==> config.mk <==
export PLATFORM = sky130hd
export DESIGN_NAME = key_event_fifo
export DESIGN_NICKNAME = d
export VERILOG_FILES = /design/src/rtl/key_event_fifo.sv
export SDC_FILE = /design/constraint.sdc
export NUM_CORES = 1
export LEC_CHECK = 0
export CAP_MARGIN = 20
export CELL_PAD_IN_SITES_DETAIL_PLACEMENT = 1
export CELL_PAD_IN_SITES_GLOBAL_PLACEMENT = 1
export CORE_ASPECT_RATIO = 0.8
export CORE_UTILIZATION = 40
export CTS_CLUSTER_DIAMETER = 60
export DETAILED_ROUTE_END_ITERATION = 16
export PLACE_DENSITY = 0.78
export SLEW_MARGIN = 20
export SYNTH_ARGS = -nofsm -noshare
export SYNTH_HDL_FRONTEND = slang
export SYNTH_SLANG_ARGS = --single-unit
==> constraint.sdc <==
create_clock -name Clock -period 5.5 [get_ports Clock]
set_input_delay 0.825 -clock Clock [delete_from_list [all_inputs] [get_ports Clock]]
set_output_delay 0.825 -clock Clock [all_outputs]
set_load 0.03 [all_outputs]
==> src/rtl/key_event_fifo.sv <==
// key_event_fifo
//   Debounces the scanned key code and queues key events for the CPU-side
//   keypad interface.
//
//   Parameters
//     STABLE_CYCLES : consecutive identical samples needed to accept a value (>= 2)
//     FIFO_DEPTH    : event FIFO entries (power of two, >= 2)
//
//   Ports
//     Clock, Reset_N : clock, asynchronous active-low reset
//     Keyb_Value     : raw scanned code, 0 = no key
//     Key_Down       : debounced key code, Key_Pressed = (Key_Down != 0)
//     Ev_Valid/Ev_Code/Ev_Ready : show-ahead event FIFO head, valid/ready pop
//     Ev_Count       : occupied FIFO entries
//     Overflow       : sticky drop flag, cleared by Overflow_Clr (set wins)
//
//   Optional feature: define KEY_RELEASE_EVENT_EN to also queue a release
//   event (6'h20 | old code[4:0]) when the key goes back to idle.
module key_event_fifo #(
  parameter int STABLE_CYCLES = 16,
  parameter int FIFO_DEPTH    = 4
) (
  input  logic                          Clock,
  input  logic                          Reset_N,
  input  logic [5:0]                    Keyb_Value,
  output logic [5:0]                    Key_Down,
  output logic                          Key_Pressed,
  output logic                          Ev_Valid,
  output logic [5:0]                    Ev_Code,
  input  logic                          Ev_Ready,
  output logic [$clog2(FIFO_DEPTH):0]   Ev_Count,
  output logic                          Overflow,
  input  logic                          Overflow_Clr
);
  localparam int CW = $clog2(STABLE_CYCLES + 1);
  localparam int PW = $clog2(FIFO_DEPTH);
  localparam int NW = PW + 1;
  localparam logic [CW-1:0] CNT_MAX = CW'(STABLE_CYCLES);
  localparam logic [NW-1:0] FULL_N  = NW'(FIFO_DEPTH);

  typedef enum logic [1:0] {S_IDLE, S_DEB_DOWN, S_HELD, S_DEB_UP} state_t;

  state_t          state_q, state_d;
  logic [5:0]      cand_q, cand_d;
  logic [CW-1:0]   cnt_q, cnt_d, cnt_inc;
  logic [5:0]      key_down_q, key_down_d;
  logic            key_pressed_q, key_pressed_d;
  logic            push;
  logic [5:0]      push_code;

  logic [FIFO_DEPTH-1:0][5:0] mem_q, mem_d;
  logic [PW-1:0]   wr_ptr_q, wr_ptr_d, rd_ptr_q, rd_ptr_d;
  logic [NW-1:0]   count_q, count_d;
  logic [5:0]      ev_code_q, ev_code_d;
  logic            ev_valid_q, ev_valid_d;
  logic            ovf_q, ovf_d;
  logic            pop, full, push_ok, drop;

  // Saturating increment; reaching CNT_MAX always causes a transition.
  assign cnt_inc = (cnt_q == CNT_MAX) ? cnt_q : cnt_q + CW'(1);

  // ---------------- debounce FSM ----------------
  always_comb begin
    state_d       = state_q;
    cand_d        = cand_q;
    cnt_d         = cnt_q;
    key_down_d    = key_down_q;
    push          = 1'b0;
    push_code     = 6'd0;
    case (state_q)
      S_IDLE: begin
        if (Keyb_Value != 6'd0) begin
          state_d = S_DEB_DOWN;
          cand_d  = Keyb_Value;
          cnt_d   = CW'(1);
        end
      end
      S_DEB_DOWN: begin
        if (Keyb_Value == 6'd0) begin
          state_d = S_IDLE;
          cand_d  = 6'd0;
          cnt_d   = '0;
        end else if (Keyb_Value == cand_q) begin
          cnt_d = cnt_inc;
          if (cnt_inc == CNT_MAX) begin
            state_d    = S_HELD;
            key_down_d = cand_q;
            push       = 1'b1;
            push_code  = cand_q;
            cnt_d      = '0;
          end
        end else begin
          cand_d = Keyb_Value;
          cnt_d  = CW'(1);
        end
      end
      S_HELD: begin
        if (Keyb_Value != key_down_q) begin
          state_d = S_DEB_UP;
          cand_d  = Keyb_Value;
          cnt_d   = CW'(1);
        end
      end
      S_DEB_UP: begin
        if (Keyb_Value == key_down_q) begin
          // Glitch back to the held key: no event.
          state_d = S_HELD;
          cand_d  = 6'd0;
          cnt_d   = '0;
        end else if (Keyb_Value == cand_q) begin
          cnt_d = cnt_inc;
          if (cnt_inc == CNT_MAX) begin
            cnt_d  = '0;
            cand_d = 6'd0;
            if (cand_q == 6'd0) begin
              state_d    = S_IDLE;
              key_down_d = 6'd0;
`ifdef KEY_RELEASE_EVENT_EN
              push       = 1'b1;
              push_code  = 6'h20 | {1'b0, key_down_q[4:0]};
`endif
            end else begin
              // Direct key-to-key change: press for the new key only.
              state_d    = S_HELD;
              key_down_d = cand_q;
              push       = 1'b1;
              push_code  = cand_q;
            end
          end
        end else begin
          cand_d = Keyb_Value;
          cnt_d  = CW'(1);
        end
      end
      default: begin
        state_d = S_IDLE;
        cand_d  = 6'd0;
        cnt_d   = '0;
      end
    endcase
    key_pressed_d = (key_down_d != 6'd0);
  end

  // ---------------- event FIFO ----------------
  always_comb begin
    pop     = (count_q != '0) && Ev_Ready;
    full    = (count_q == FULL_N);
    push_ok = push && (!full || pop);   // full + pop frees a slot this edge
    drop    = push && full && !pop;
    mem_d   = mem_q;
    if (push_ok) mem_d[wr_ptr_q] = push_code;
    wr_ptr_d = wr_ptr_q + PW'(push_ok);
    rd_ptr_d = rd_ptr_q + PW'(pop);
    count_d  = count_q + NW'(push_ok) - NW'(pop);
    // Head register tracks the post-edge head so pops show no bubble and a
    // push into an empty FIFO is visible on the same edge.
    ev_code_d  = (count_d != '0) ? mem_d[rd_ptr_d] : ev_code_q;
    ev_valid_d = (count_d != '0);
    ovf_d      = drop ? 1'b1 : (Overflow_Clr ? 1'b0 : ovf_q);
  end

  always_ff @(posedge Clock or negedge Reset_N) begin
    if (!Reset_N) begin
      state_q       <= S_IDLE;
      cand_q        <= 6'd0;
      cnt_q         <= '0;
      key_down_q    <= 6'd0;
      key_pressed_q <= 1'b0;
      mem_q         <= '0;
      wr_ptr_q      <= '0;
      rd_ptr_q      <= '0;
      count_q       <= '0;
      ev_code_q     <= 6'd0;
      ev_valid_q    <= 1'b0;
      ovf_q         <= 1'b0;
    end else begin
      state_q       <= state_d;
      cand_q        <= cand_d;
      cnt_q         <= cnt_d;
      key_down_q    <= key_down_d;
      key_pressed_q <= key_pressed_d;
      mem_q         <= mem_d;
      wr_ptr_q      <= wr_ptr_d;
      rd_ptr_q      <= rd_ptr_d;
      count_q       <= count_d;
      ev_code_q     <= ev_code_d;
      ev_valid_q    <= ev_valid_d;
      ovf_q         <= ovf_d;
    end
  end

  assign Key_Down    = key_down_q;
  assign Key_Pressed = key_pressed_q;
  assign Ev_Valid    = ev_valid_q;
  assign Ev_Code     = ev_code_q;
  assign Ev_Count    = count_q;
  assign Overflow    = ovf_q;
endmodule

# ---- Word level (Yosys, flattened, before mapping)
# Cells that the tools add are included.
dict set report classes {
  n_addsub 5
  magnitude_cmp 3
  n_reduce_logical 19
  eq_ne 17
  muxes 57
}
# cell n
set ops {}
lappend ops {{$mux 6} 22}
lappend ops {{$mux 5} 7}
lappend ops {{$bwmux 24} 1}
lappend ops {{$mux 24} 1}
lappend ops {{$pmux 6 s2} 2}
lappend ops {{$pmux 6 s4} 1}
lappend ops {{$pmux 5 s4} 1}
lappend ops {{$mux 2} 9}
lappend ops {{$ne 3x3->1 const B} 5}
lappend ops {{$bmux 6 s2} 1}
lappend ops {{$demux 6 s2} 1}
lappend ops {{$eq 6x6->1} 2}
lappend ops {{$logic_not 6->1} 2}
lappend ops {{$reduce_bool 6->1} 2}
lappend ops {{$eq 5x5->1 const B} 2}
lappend ops {{$mux 1} 9}
lappend ops {{$pmux 2 s4} 1}
lappend ops {{$lt 2x3->1 const B} 2}
lappend ops {{$ne 6x6->1} 1}
lappend ops {{$reduce_and 6->1} 1}
lappend ops {{$reduce_bool 3->1} 2}
lappend ops {{$add 5x1->5 const B} 1}
lappend ops {{$logic_and 1x1->1} 5}
lappend ops {{$add 2x1->2} 2}
lappend ops {{15 further kinds} 18}
dict set report word_totals {
  input_bits 10
  reg_bits 59
}

# ---- Longest topological paths before layout
dict set report logic_depth {
  word_depth 11
  mapped_depth 20
  mapped_depth_nobuf 19
}

# ---- Worst setup path before layout
# No wires, ideal clock.
dict set report synth_path {
  path_kind {input port to flip-flop}
  startpoint {in Keyb_Value[0]}
  endpoint {reg ev_code_q[0] (netlist: Ev_Code[0])}
  arrival_ns 4.469
  cell_stages 18
  n_path_buf 1
  path_slack_ns 0.913
  required_time_ns 5.382
  cell_sequence {xor2_1 nor4_2 nand2_1 a21o_4 buf_6 nor3_1 inv_1 ha_1 inv_1 ha_1 fa_1 xnor2_1 xnor2_1 nor3_1 nor2_1 o31a_1 a32o_1 a21o_1}
}
dict set report synth_via {
  elab_chain_len 8
  elab_cells_between_ends 21
}
# item line
set synth_lines {}
lappend synth_lines {{start, declared} 25} ;# input logic [5:0] Keyb_Value,
lappend synth_lines {{$eq 6x6->1} {83, 110}}
lappend synth_lines {{$mux 1, on equally long branches} {110, 83}}
lappend synth_lines {{$mux 1, on equally long branches} {105, 79}}
lappend synth_lines {{$pmux 1 s2 (*)} 70} ;# case (state_q)
lappend synth_lines {{$logic_and 1x1->1 (*)} 148} ;# push_ok = push && (!full || pop);
lappend synth_lines {{$add 3x1->3 (*)} 154} ;# count_d = count_q + NW'(push_ok) - NW'(pop);
lappend synth_lines {{$sub 3x1->3 (*)} 154}
lappend synth_lines {{named net count_d[2]} 53} ;# logic [NW-1:0] count_q, count_d;
lappend synth_lines {{$reduce_bool 3->1 (*)} 157} ;# ev_code_d = (count_d != '0) ? mem_d[rd_ptr_d] : ev_code_q;
lappend synth_lines {{end signal, assigned} 186} ;# ev_code_q <= ev_code_d;
lappend synth_lines {{end, declared} 54} ;# logic [5:0] ev_code_q, ev_code_d;
# The timed path passes the listed nets; every way through them passes the cells marked *. The select of a mux whose other input is x is not followed.
# A chain may end at the register's enable or synchronous reset.

# ---- Worst setup path in the final report
dict set report layout_path {
  startpoint {in Keyb_Value[0]}
  endpoint {reg ev_code_q[5] (netlist: Ev_Code[5])}
}
dict set report layout_via {
  elab_chain_len 8
  elab_cells_between_ends 21
}
# item line
set layout_lines {}
lappend layout_lines {{$eq 6x6->1} {83, 110}}
lappend layout_lines {{$mux 1, on equally long branches} {110, 83}}
lappend layout_lines {{$mux 1, on equally long branches} {105, 79}}
lappend layout_lines {{$pmux 1 s2 (*)} 70}
lappend layout_lines {{$logic_and 1x1->1 (*)} 148}
lappend layout_lines {{$add 3x1->3 (*)} 154}
lappend layout_lines {{$sub 3x1->3 (*)} 154}
lappend layout_lines {{named net count_d[2]} 53}
lappend layout_lines {{$reduce_bool 3->1 (*)} n/a}
lappend layout_lines {{named net ev_valid_d} 55} ;# logic ev_valid_q, ev_valid_d;
# Marked as above.

==> run summary <==
The flow ran to the end, and the final reports show no timing, DRC or antenna violations. Gates resized during post-CTS repair numbered 0. The detailed router finished its first iteration with 219 violations. In the final layout, the multi-input gates occupy 1720 um^2.

The detail route stage leaves a number of antenna-violating nets equal to 0. The total overflow left after global routing is 0. Number of enable flip-flop cells after synthesis: 0. Via count of the first global-routing pass: 3102. The final worst-path cycle share came out at 91.0%. Setup violations remaining at the end of the flow were counted as 0. For the routability congestion estimate, the log shows 0.812.

STA classifies the critical path startpoint as an input pin. The remaining routing DRC violations was 0. The fraction of layout cells with a size suffix above 1 works out to 10.4%.

The first global-routing pass estimated 15.9 mm of wire. The signal on the critical path passes through clkdlybuf4s50_1 > xor2_1 > nor4_2 > nand2_1 > a21o_4 > nor3_1 > inv_1 > ha_1 > inv_1 > ha_1 > fa_1 > xnor2_1 > xnor2_1 > nor3_1 > inv_1 > nand2_1 > a311oi_1 > a22oi_1 > o21ai_0. The sum of net half-perimeters after detailed placement is 6.91 mm. The run gives 1480 um^2 as the area of all sequential standard cells. The maximum clock rate was 0.200 GHz; the remaining max-slew budget at the tightest pin was 43.9%.

Predominant post-synthesis flop cell: sky130_fd_sc_hd__dfrtp_1. The total clock buffers created by CTS was 9; the highest fanout seen on the critical path was 11. The largest family of logic cells by synthesized area is simple AND/OR/NAND/NOR gates.

The count of vias placed by the detailed router came out at 2938. The gate family responsible for the most delay along the worst path is simple AND/OR/NAND/NOR gates. The setup path with the least slack is of type in2reg.

After Yosys synthesis, and, or, nand and nor cells account for 23.9% of the synthesized area. After clock tree synthesis, the clock-pin slew on the worst setup and hold paths is 0.07 ns. The largest single stage delay on the critical path is 0.49 ns. The horizontal extent of the die was 104 um; the number of antenna violations at the first check in global routing was 0. The longest clock path from root to sink contains 2 buffers. The floorplan step defined a die boundary enclosing 8670 um^2. After the last flow step, the layout net total stands at 414. Dividing the detail-routed via count by the number of cells gives 5.76.

Sequential elements use 44.5% of the synthesized area. The logs give 0 for the hold violation total from the final report and 1.60 nW for the static leakage. The die is 83.5 um tall.

The count of pins on the block boundary was 28. The per-instance average area after synthesis was 9.07 um^2. In the layout the commonest cells are sky130_fd_sc_hd__nand2_1 (70), sky130_fd_sc_hd__dfrtp_1 (59), sky130_fd_sc_hd__o21ai_0 (37). For this design the ratio of total power to cell area is 404 nW/um^2.

The final critical path time including I/O delays and setup is 5.00 ns, and the number of search-and-repair iterations in the first detailed-routing pass is 4. The post-synthesis to final-layout area growth came out at 18.2%. TritonCTS built the clock tree.

The clock skew is 0.00646 ns. Leaving out fill and tap cells, the most frequent cell in the layout is sky130_fd_sc_hd__nand2_1. The all-layer global routing usage came out at 23.4%. The clock drives 59 sinks. After filler insertion, the fill cell instance count of the layout stands at 954. The tools report the initial core utilization as 41.6%.

Flop and latch count out of synthesis: 59. The final total negative setup slack is 0 ns. The logs give 0 for the number of antenna diodes and 57 for the number of distinct library cells after synthesis. Cell with the biggest individual delay on the critical path: sky130_fd_sc_hd__clkdlybuf4s50_1. Entering global routing, the biggest net connects 60 pins. The cell count after synthesis came out at 366.

The H-tree was split into 3 levels. After synthesis the cells add up to 3320 um^2. The mux cell area share after synthesis came out at 1.02%. The site row count is 29, and the number of buffers added on ports is 27. The run gives 7980 um^2 as the placeable core area. Kind of capture point of the worst setup path: a flip-flop. The run gives 0 as the number of hold buffers added after CTS. For the count of synthesis-stage warnings from yosys, the log shows 0.

The average wire length per cell after detail routing was 18.3 um. The number of buffers and inverters on the critical path is 4. The slew at the pin closest to its max-slew limit is 0.841 ns, and the number of nets produced by synthesis is 383.

The detailed-route wire length was 9.35 mm; the adder-cell share of the synthesized area was 2.86%. For the worst-skew pair, the clock arrives at the later sink with an insertion delay of 0.35 ns. Of all flip-flops after synthesis, the portion carrying an async set or reset was 100%.

The synthesized netlist devotes 19.2% of its cell area to compound gates. The final max-slew violation count is 0. The path class of the tightest hold or removal check is reg2reg. The logs give 49.2% for the final standard cell utilization of the core and 0 for the post-CTS setup buffer count.

The tree is rooted in a sky130_fd_sc_hd__clkbuf_8. Arrival time of the worst setup path: 5.23 ns. The required time at the endpoint of the critical path was 5.73 ns. The worst supply voltage drop on vdd is 0.210 mV, and the xor/xnor share of the synthesized area is 4.75%. The count of maximum capacitance violations came out at 0. The cell occurring most often along the worst timing path was sky130_fd_sc_hd__inv_1. Setup repair after global routing left no endpoint under its margin.
[sequential cells by signal (all words and copies together) (netlist names)]
| name | count |
|---|---|
| Overflow | 1 |
| Key_Down | 6 |
| cnt_q | 5 |
| Ev_Valid | 1 |
| mem_q | 24 |
| wr_ptr_q | 2 |
| Key_Pressed | 1 |
| Ev_Code | 6 |
| state_q | 2 |
| rd_ptr_q | 2 |
| Ev_Count | 3 |
| cand_q | 6 |
[cell type report]
class                           instances  share of cell area, %
Sequential cell                        59                   37.6
Timing Repair Buffer                   36                   8.48
Tap cell                              108                   3.44
Clock inverter                          5                   1.98
Multi-Input combinational cell        277                   43.8
Inverter                               14                   1.34
Clock buffer                           11                   3.35
[cells in the mapped netlist, types with 2 or more instances]
master / number / area share, %
sky130_fd_sc_hd__a22o_1: 2 / 0.53
sky130_fd_sc_hd__or4_1: 4 / 0.90
sky130_fd_sc_hd__a2111oi_2: 2 / 0.90
sky130_fd_sc_hd__or3_1: 2 / 0.38
sky130_fd_sc_hd__a22oi_1: 3 / 0.68
sky130_fd_sc_hd__a311oi_1: 6 / 1.6
sky130_fd_sc_hd__inv_1: 12 / 1.4
sky130_fd_sc_hd__a21oi_1: 9 / 1.4
sky130_fd_sc_hd__nor3_2: 2 / 0.60
sky130_fd_sc_hd__nand2_1: 70 / 7.9
sky130_fd_sc_hd__ha_1: 6 / 2.3
sky130_fd_sc_hd__mux2_2: 3 / 1.0
sky130_fd_sc_hd__o31a_1: 4 / 1.1
sky130_fd_sc_hd__nand3_1: 14 / 2.1
sky130_fd_sc_hd__xnor2_1: 11 / 2.9
sky130_fd_sc_hd__a2bb2oi_1: 3 / 0.79
sky130_fd_sc_hd__nor4_2: 2 / 0.75
sky130_fd_sc_hd__o211ai_1: 2 / 0.45
sky130_fd_sc_hd__clkinv_1: 2 / 0.23
sky130_fd_sc_hd__o21ai_0: 37 / 5.6
sky130_fd_sc_hd__nor2b_1: 2 / 0.38
sky130_fd_sc_hd__buf_2: 5 / 0.75
sky130_fd_sc_hd__xor2_1: 7 / 1.8
sky130_fd_sc_hd__nor4_1: 6 / 1.1
sky130_fd_sc_hd__clkbuf_1: 10 / 1.1
sky130_fd_sc_hd__nand4_1: 2 / 0.38
sky130_fd_sc_hd__nor4b_1: 3 / 0.79
sky130_fd_sc_hd__o221ai_1: 3 / 0.79
sky130_fd_sc_hd__nor3_1: 16 / 2.4
sky130_fd_sc_hd__nand3b_1: 2 / 0.45
sky130_fd_sc_hd__a211oi_2: 2 / 0.75
sky130_fd_sc_hd__and3_1: 3 / 0.57
sky130_fd_sc_hd__dfrtp_1: 59 / 44
sky130_fd_sc_hd__a211oi_1: 4 / 0.90
sky130_fd_sc_hd__o31ai_1: 2 / 0.45
sky130_fd_sc_hd__nor2_1: 23 / 2.6
[metrics by stage]
step	power (mW)	hold slack [ns]	instances	setup slack [ns]	cell area, um^2
5_1_grt	1.68	0.504	510	0.0662	3920
3_3_place_gp	1.13	0.448	494	0.415	3710
2_1_floorplan	0.925	0.426	366	0.913	3320
6_report	1.58	0.463	510	0.497	3920
3_5_place_dp	1.16	0.456	494	0.158	3710
4_1_cts	1.59	0.471	510	0.512	3920
[where the power goes]
part / switching (mW) / internal, mW / leakage [nW]
registers: 0.0331 / 0.480 / 0.779
logic: 0.385 / 0.257 / 0.720
clock network: 0.176 / 0.254 / 0.103
[worst register-to-register path, cell delays in order, from the launching register on]
cell,delay [ns]
sky130_fd_sc_hd__dfrtp_1,0.44
sky130_fd_sc_hd__xor2_1,0.18
sky130_fd_sc_hd__nor4_2,0.42
sky130_fd_sc_hd__nand2_1,0.28
sky130_fd_sc_hd__a21o_4,0.30
sky130_fd_sc_hd__nor3_1,0.33
sky130_fd_sc_hd__inv_1,0.09
sky130_fd_sc_hd__ha_1,0.28
sky130_fd_sc_hd__inv_1,0.04
sky130_fd_sc_hd__ha_1,0.18
sky130_fd_sc_hd__fa_1,0.38
sky130_fd_sc_hd__xnor2_1,0.20
sky130_fd_sc_hd__xnor2_1,0.11
sky130_fd_sc_hd__nor3_1,0.37
sky130_fd_sc_hd__inv_1,0.12
sky130_fd_sc_hd__nand2_1,0.23
sky130_fd_sc_hd__a311oi_1,0.08
sky130_fd_sc_hd__a22oi_1,0.18
sky130_fd_sc_hd__o21ai_0,0.11
[cells by family (layout without fill, tap and decap cells)]
kind of cell    count (synthesis)  in the layout
fa+ha+maj                       7              7
compound gates                 91             91
flops                          59             59
mux                             3              3
simple gates                  158            158
xor+xnor                       18             18
buf+inv                        30             66
[worst paths after layout]
| kind | start | endpoint | slack [ns] | cells after the start |
|---|---|---|---|---|
| worst min-delay path | mem_q[19]$_DFF_PN0_ | mem_q[19]$_DFF_PN0_ | 0.46 | 2 |
| max in group asynchronous | Reset_N | mem_q[9]$_DFF_PN0_ | 4.37 | 2 |
| worst min register to register | mem_q[19]$_DFF_PN0_ | mem_q[19]$_DFF_PN0_ | 0.46 | 2 |
| min in group asynchronous | Reset_N | rd_ptr_q[1]$_DFF_PN0_ | 0.63 | 2 |
| worst max register to register | cand_q[0]$_DFFE_PN0P_ | Ev_Code[5]$_DFFE_PN0P_ | 1.04 | 18 |
| worst max-delay path | Keyb_Value[0] | Ev_Code[5]$_DFFE_PN0P_ | 0.50 | 19 |
[per-layer routing]
layer / global-route usage (%) / share of wire (%) / vias to the layer above
met5: 0 / 0 / -
met2: 37.2 / 46 / 73
li1: - / - / 1389
met4: 8.31 / 1.6 / 0
met1: 31.6 / 48 / 1457
met3: 5.15 / 4.3 / 19
(Power assumes the default switching activity.)
